## src/rtl/reg_commit_scheduler_if.sv

```systemverilog
// Register-write bus between the MPU port and the register file.
// The scheduler is the slave: it takes MPU writes and drives commits.
interface reg_commit_scheduler_if #(
   parameter int ADDR_WIDTH = 8,
   parameter int DATA_WIDTH = 16
);
   logic                  mpu_wr;
   logic [ADDR_WIDTH-1:0] mpu_addr;
   logic [1:0]            mpu_be;
   logic [DATA_WIDTH-1:0] mpu_data;
   logic                  reg_wr;
   logic [ADDR_WIDTH-1:0] reg_addr;
   logic [1:0]            reg_be;
   logic [DATA_WIDTH-1:0] reg_data;

   modport master (
      output mpu_wr, mpu_addr, mpu_be, mpu_data,
      input  reg_wr, reg_addr, reg_be, reg_data
   );

   modport slave (
      input  mpu_wr, mpu_addr, mpu_be, mpu_data,
      output reg_wr, reg_addr, reg_be, reg_data
   );
endinterface

```

## src/rtl/reg_commit_scheduler.sv

```systemverilog
// Queues MPU register writes and commits them in order, either at once
// or only while vblank is high, with a sticky flag for dropped writes.
module reg_commit_scheduler #(
   parameter int ADDR_WIDTH = 8,
   parameter int DATA_WIDTH = 16,
   parameter int DEPTH      = 4
) (
   input  logic                     clk,
   input  logic                     reset,
   reg_commit_scheduler_if.slave    bus,
   input  logic                     vblank,
   input  logic                     sync_en,
   input  logic                     clr_overflow,
   output logic [$clog2(DEPTH):0]   pending,
   output logic                     full,
   output logic                     overflow
);
   localparam int PW = $clog2(DEPTH);
   localparam logic [PW:0] FULL_CNT = (PW+1)'(DEPTH);

   typedef enum logic [1:0] {
      IDLE,
      WAIT,
      DRAIN
   } state_t;

   typedef struct packed {
      logic [ADDR_WIDTH-1:0] addr;
      logic [1:0]            be;
      logic [DATA_WIDTH-1:0] data;
   } entry_t;

   state_t        state;
   state_t        state_nx;
   entry_t        mem [DEPTH];
   logic [PW-1:0] wr_ptr;
   logic [PW-1:0] rd_ptr;
   logic [PW:0]   count;
   logic [PW:0]   count_nx;
   logic          commit_ok;
   logic          push;
   logic          pop;
   logic          drop;

   assign commit_ok = vblank | ~sync_en;
   assign full      = (count == FULL_CNT);
   assign pending   = count;
   // Space is judged on the registered count, so a pop never frees
   // room for a write landing on the same edge.
   assign push      = bus.mpu_wr & ~full;
   assign drop      = bus.mpu_wr & full;

   // Pop decision, next occupancy and next FSM state.
   always_comb begin
      pop      = 1'b0;
      count_nx = count;
      state_nx = state;
      if (state == DRAIN && commit_ok && count != '0)
         pop = 1'b1;
      case ({push, pop})
         2'b10:   count_nx = count + 1'b1;
         2'b01:   count_nx = count - 1'b1;
         default: count_nx = count;
      endcase
      unique case (state)
         IDLE: begin
            if (push)
               state_nx = WAIT;
         end
         WAIT: begin
            if (commit_ok)
               state_nx = DRAIN;
         end
         DRAIN: begin
            if (count_nx == '0)
               state_nx = IDLE;
            else if (!commit_ok)
               state_nx = WAIT;
         end
         default: state_nx = IDLE;
      endcase
   end

   // FSM, pointers, occupancy, overflow flag and the commit register.
   always_ff @(posedge clk) begin
      if (reset) begin
         state        <= IDLE;
         wr_ptr       <= '0;
         rd_ptr       <= '0;
         count        <= '0;
         overflow     <= 1'b0;
         bus.reg_wr   <= 1'b0;
         bus.reg_addr <= '0;
         bus.reg_be   <= '0;
         bus.reg_data <= '0;
      end else begin
         state      <= state_nx;
         count      <= count_nx;
         bus.reg_wr <= pop;
         if (push)
            wr_ptr <= wr_ptr + 1'b1;
         if (pop) begin
            rd_ptr       <= rd_ptr + 1'b1;
            bus.reg_addr <= mem[rd_ptr].addr;
            bus.reg_be   <= mem[rd_ptr].be;
            bus.reg_data <= mem[rd_ptr].data;
         end
         // A drop wins over a coincident clear so no loss goes unseen.
         if (drop)
            overflow <= 1'b1;
         else if (clr_overflow)
            overflow <= 1'b0;
      end
   end

   // Queue storage; contents need no reset since pointers gate them.
   always_ff @(posedge clk) begin
      if (push && !reset)
         mem[wr_ptr] <= '{addr: bus.mpu_addr,
                          be:   bus.mpu_be,
                          data: bus.mpu_data};
   end
endmodule

```

## src/flat_wrapper.sv

```systemverilog
// flat-port wrapper written by rule: the top's interface ports become plain ports
module reg_commit_scheduler_flat 
#(
   parameter int ADDR_WIDTH = 8,
   parameter int DATA_WIDTH = 16,
   parameter int DEPTH      = 4
)
  (clk, reset, vblank, sync_en, clr_overflow, pending, full, overflow, bus_mpu_wr, bus_mpu_addr, bus_mpu_be, bus_mpu_data, bus_reg_wr, bus_reg_addr, bus_reg_be, bus_reg_data);
  reg_commit_scheduler_if #(.ADDR_WIDTH(ADDR_WIDTH), .DATA_WIDTH(DATA_WIDTH)) bus_i ();
  input  logic clk;
  input  logic reset;
  input  logic vblank;
  input  logic sync_en;
  input  logic clr_overflow;
  output logic [$clog2(DEPTH):0] pending;
  output logic full;
  output logic overflow;
  input wire logic [$bits(bus_i.mpu_wr)-1:0] bus_mpu_wr;
  input wire logic [$bits(bus_i.mpu_addr)-1:0] bus_mpu_addr;
  input wire logic [$bits(bus_i.mpu_be)-1:0] bus_mpu_be;
  input wire logic [$bits(bus_i.mpu_data)-1:0] bus_mpu_data;
  output wire logic [$bits(bus_i.reg_wr)-1:0] bus_reg_wr;
  output wire logic [$bits(bus_i.reg_addr)-1:0] bus_reg_addr;
  output wire logic [$bits(bus_i.reg_be)-1:0] bus_reg_be;
  output wire logic [$bits(bus_i.reg_data)-1:0] bus_reg_data;
  assign bus_i.mpu_wr = bus_mpu_wr;
  assign bus_i.mpu_addr = bus_mpu_addr;
  assign bus_i.mpu_be = bus_mpu_be;
  assign bus_i.mpu_data = bus_mpu_data;
  assign bus_reg_wr = bus_i.reg_wr;
  assign bus_reg_addr = bus_i.reg_addr;
  assign bus_reg_be = bus_i.reg_be;
  assign bus_reg_data = bus_i.reg_data;
  reg_commit_scheduler #(.ADDR_WIDTH(ADDR_WIDTH), .DATA_WIDTH(DATA_WIDTH), .DEPTH(DEPTH)) u_core (.clk(clk), .reset(reset), .bus(bus_i), .vblank(vblank), .sync_en(sync_en), .clr_overflow(clr_overflow), .pending(pending), .full(full), .overflow(overflow));
endmodule
```

## config.mk

```make
export PLATFORM = sky130hd
export DESIGN_NAME = reg_commit_scheduler_flat
export DESIGN_NICKNAME = d
export VERILOG_FILES = /design/src/rtl/reg_commit_scheduler_if.sv /design/src/rtl/reg_commit_scheduler.sv /design/src/flat_wrapper.sv
export SDC_FILE = /design/constraint.sdc
export NUM_CORES = 1
export LEC_CHECK = 0
export ABC_CLOCK_PERIOD_IN_PS = 5060
export BUFFER_PORTS_ARGS = -buffer_cell sky130_fd_sc_hd__buf_2
export CORE_MARGIN = 1
export CORE_UTILIZATION = 45
export CTS_BUF_LIST = sky130_fd_sc_hd__clkbuf_4 sky130_fd_sc_hd__clkbuf_8 sky130_fd_sc_hd__clkbuf_16
export CTS_CLUSTER_SIZE = 8
export DETAILED_ROUTE_END_ITERATION = 10
export PLACE_DENSITY = 0.68
export SYNTH_ARGS = -nofsm -noshare
export SYNTH_HDL_FRONTEND = slang
export SYNTH_SLANG_ARGS = --single-unit
```

## constraint.sdc

```tcl
create_clock -name clk -period 5.06 [get_ports clk]
set_input_delay 1.012 -clock clk [delete_from_list [all_inputs] [get_ports clk]]
set_output_delay 1.012 -clock clk [all_outputs]
set_load 0.1 [all_outputs]
```

==> results_dict.tcl <==
set metrics [dict create \
    ctsRootBufferMaster "clkbuf_16" \
    ctsResizeCount 0 \
    hold_class "flip-flop to flip-flop" \
    gp_congestion 0.7183 \
    critPathSlowestCell "or3b_2" \
    cp_cell_sequence "or3b_2, inv_1, buf_2" \
    cp_max_fo 7 \
    drt-total-wl_um 9571 \
    synth_nets 337 \
    synth_area_leaders "edfxtp_1 (58%), dfxtp_1 (14%), mux4_2 (11%)" \
    antenna_found_initial 1 \
    grt_max_degree 30 \
    post_cts.repair.setup_buffers 0 \
    vias 2811 \
    status "finished with violations" \
    max-vdd-ir-drop_mv 0.3058 \
    required_ps 4050 \
    yosys_most_used_dff "edfxtp_1" \
    period_needed_ps 2964 \
    start_util 0.4661 \
    grtUsageMet2 0.2650 \
    period_share 0.5859 \
    max_freq_mhz 337.3 \
    io_pins 64 \
    core-area_um2 11560 \
    numPortBuffers 63 \
    syn_to_final_growth_pct 19.64 \
    comb_power_share 0.062 \
    power_frac_clock 0.454 \
    max_stage_delay_ps 540 \
    use_met3 0.05008 \
    synthCells 299 \
    placed_cell_area_um2 5862 \
    rows 39 \
    post_drt_wl_per_cell_um 18.13 \
    power.share.switching 0.2174 \
    die_h_um 111.4 \
    dieWidth_um 111.4 \
    grt_util_met1 0.2222 \
    start_kind "flip-flop" \
    leakagePower_nw 2.256 \
    htree_levels 4 \
    synth_enable_flop_cells 104 \
    synth.distinct_cells 41 \
    avgSynthCellArea_um2 18.03 \
    synth_common_cells "edfxtp_1 (104), dfxtp_1 (37), nand2_1 (27)" \
    timing.hold.ws_ps 463.3 \
    drc 16 \
    cts_max_path_buffers 2 \
    clkSlewWorstSetupHoldPaths_ps 60 \
    vias_per_cell 5.324 \
    hold_viol_final 0 \
    fin_area_um2 6449 \
    netlist_area_um2 5390 \
    grt_usage 0.1695 \
    ant_nets 0 \
    fin_skew_ps 7.857 \
    yosysSeqAreaShare 0.7168 \
    p_switching_mw 0.5783 \
    drive_gt1_frac 0.3906 \
    clkSinkCount 141 \
    yosysTopAreaCell "edfxtp_1" \
    cts_inserted_buffers 17 \
    rsz0062_at_grt "false" \
    synth_top_area_share 0.5794 \
    finalMaxSlewViolations 0 \
    grt_pass1_vias 2885 \
    synth.most_common_cell "edfxtp_1" \
    cap_violations 0 \
    seqPwrFrac 0.485 \
    relSlewSlack 0.2981 \
    critPathCaptureType "primary output" \
    yosysWarnings 0 \
    setup_viol 0 \
    path_class "flip-flop to primary output" \
    first_iter_violations 136 \
    insertion_delay_ps 410 \
    first_pass_iters 9 \
    fill_cells 886 \
    fin_setup_tns_ps 0 \
    dp_hpwl_um 5678 \
    cts-hold-fix-buffers 0 \
    synth_seq_cells 141 \
    num-nets-final 409 \
    arrival_ps 1950 \
    worst_pin_slew_ps 1053 \
    cts_tree "built" \
    synthArstFlopShare 0 \
    violations "design-rule violations" \
    grt_first_pass_wirelength_um 15430 \
    top_usage_layer "met2" \
    intPower_mw 2.082 \
    power_density_nw_per_um2 412.5 \
    dieArea_um2 12420 \
    overflow 0 \
]
-- power groups by stage --
stage	combinational (mW)	clock (mW)	sequential [mW]
after CTS	0.166	1.23	1.29
after global routing	0.175	1.28	1.29
after detailed placement	0.165	0	1.31
after global placement	0.161	0	1.31
after floorplan	0.0780	0	1.35
final	0.164	1.21	1.29
-- registers in the layout, indices dropped and copies added, names as in the netlist, 2 cells and up --
signal               cells
u_core.state             2
u_core.pending           3
u_core.rd_ptr            2
u_core.wr_ptr            2
u_core.mem             104
u_core.bus.reg_be        2
u_core.bus.reg_addr      8
u_core.bus.reg_data     16
-- worst max-delay path: cells and delay by family (launching register included) --
| kind | cells | cell delay, ps |
|---|---|---|
| buffers and inverters | 2 | 580 |
| DFF | 1 | 420 |
| and+or+nand+nor | 1 | 540 |
-- cells by family after synthesis --
family | Yosys count | share of synthesized area
XOR/XNOR | 2 | 0.003250
AO/OA/AOI/OAI | 40 | 0.06871
adder cells (fa/ha/maj) | 6 | 0.01532
multiplexers | 28 | 0.1126
buffers and inverters | 26 | 0.02414
AND/OR/NAND/NOR | 56 | 0.05920
flip-flops | 141 | 0.7168
-- layout by cell type (no fill, tap or decap), drive strengths merged, types with 3 or more instances in the layout --
master / count
nor3b: 4
a21oi: 6
mux4: 26
nand2: 27
edfxtp: 104
buf: 70
nor2b: 3
o2bb2ai: 26
o21ai: 3
clkbuf: 21
ha: 5
dfxtp: 37
clkinv: 7
nand3: 3
inv: 9
nor2: 6
-- worst paths after layout --
kind | startpoint | endpoint | slack [ps] | depth (start not counted)
setup / recovery | u_core.pending[2] | full | 2100 | 3
hold / removal | u_core.bus.reg_data[6] | u_core.bus.reg_data[6] | 460 | 2
setup reg to reg | u_core.pending[2] | u_core.state[1] | 2410 | 8
hold reg to reg | u_core.bus.reg_data[6] | u_core.bus.reg_data[6] | 460 | 2
-- metal layers --
metal | up-vias | share of wire | wire, um
met5 | - | 0 | 0
met4 | 0 | 0.013 | 124
met3 | 11 | 0.042 | 399
met2 | 52 | 0.50 | 4778
met1 | 1424 | 0.45 | 4270
li1 | 1324 | - | -
-- stage by stage --
| stage | total power, mW | util | setup WS (ps) | instances |
|---|---|---|---|---|
| after global placement | 1.474 | 0.5069 | 1810 | 495 |
| final | 2.660 | 0.5576 | 2096 | 528 |
| after CTS | 2.686 | 0.5574 | 2070 | 527 |
| after floorplan | 1.432 | - | 1161 | 299 |
| after detailed placement | 1.480 | 0.5069 | 1743 | 495 |
| after global routing | 2.747 | 0.5574 | 1959 | 527 |
-- cell type report --
| type | instances | area [um^2] | area share |
|---|---|---|---|
| sequential | 141 | 3865 | 0.5993 |
| tap | 143 | 178.9 | 0.02775 |
| multi-input combinational | 132 | 1416 | 0.2196 |
| clock buffer | 21 | 467.9 | 0.07257 |
| clock inverter | 11 | 116.4 | 0.01804 |
| timing repair buffer | 70 | 367.9 | 0.05704 |
| inverter | 9 | 33.78 | 0.005239 |
| antenna | 1 | 2.502 | 0.0003880 |
No activity file was read; power rests on OpenSTA's default activity.
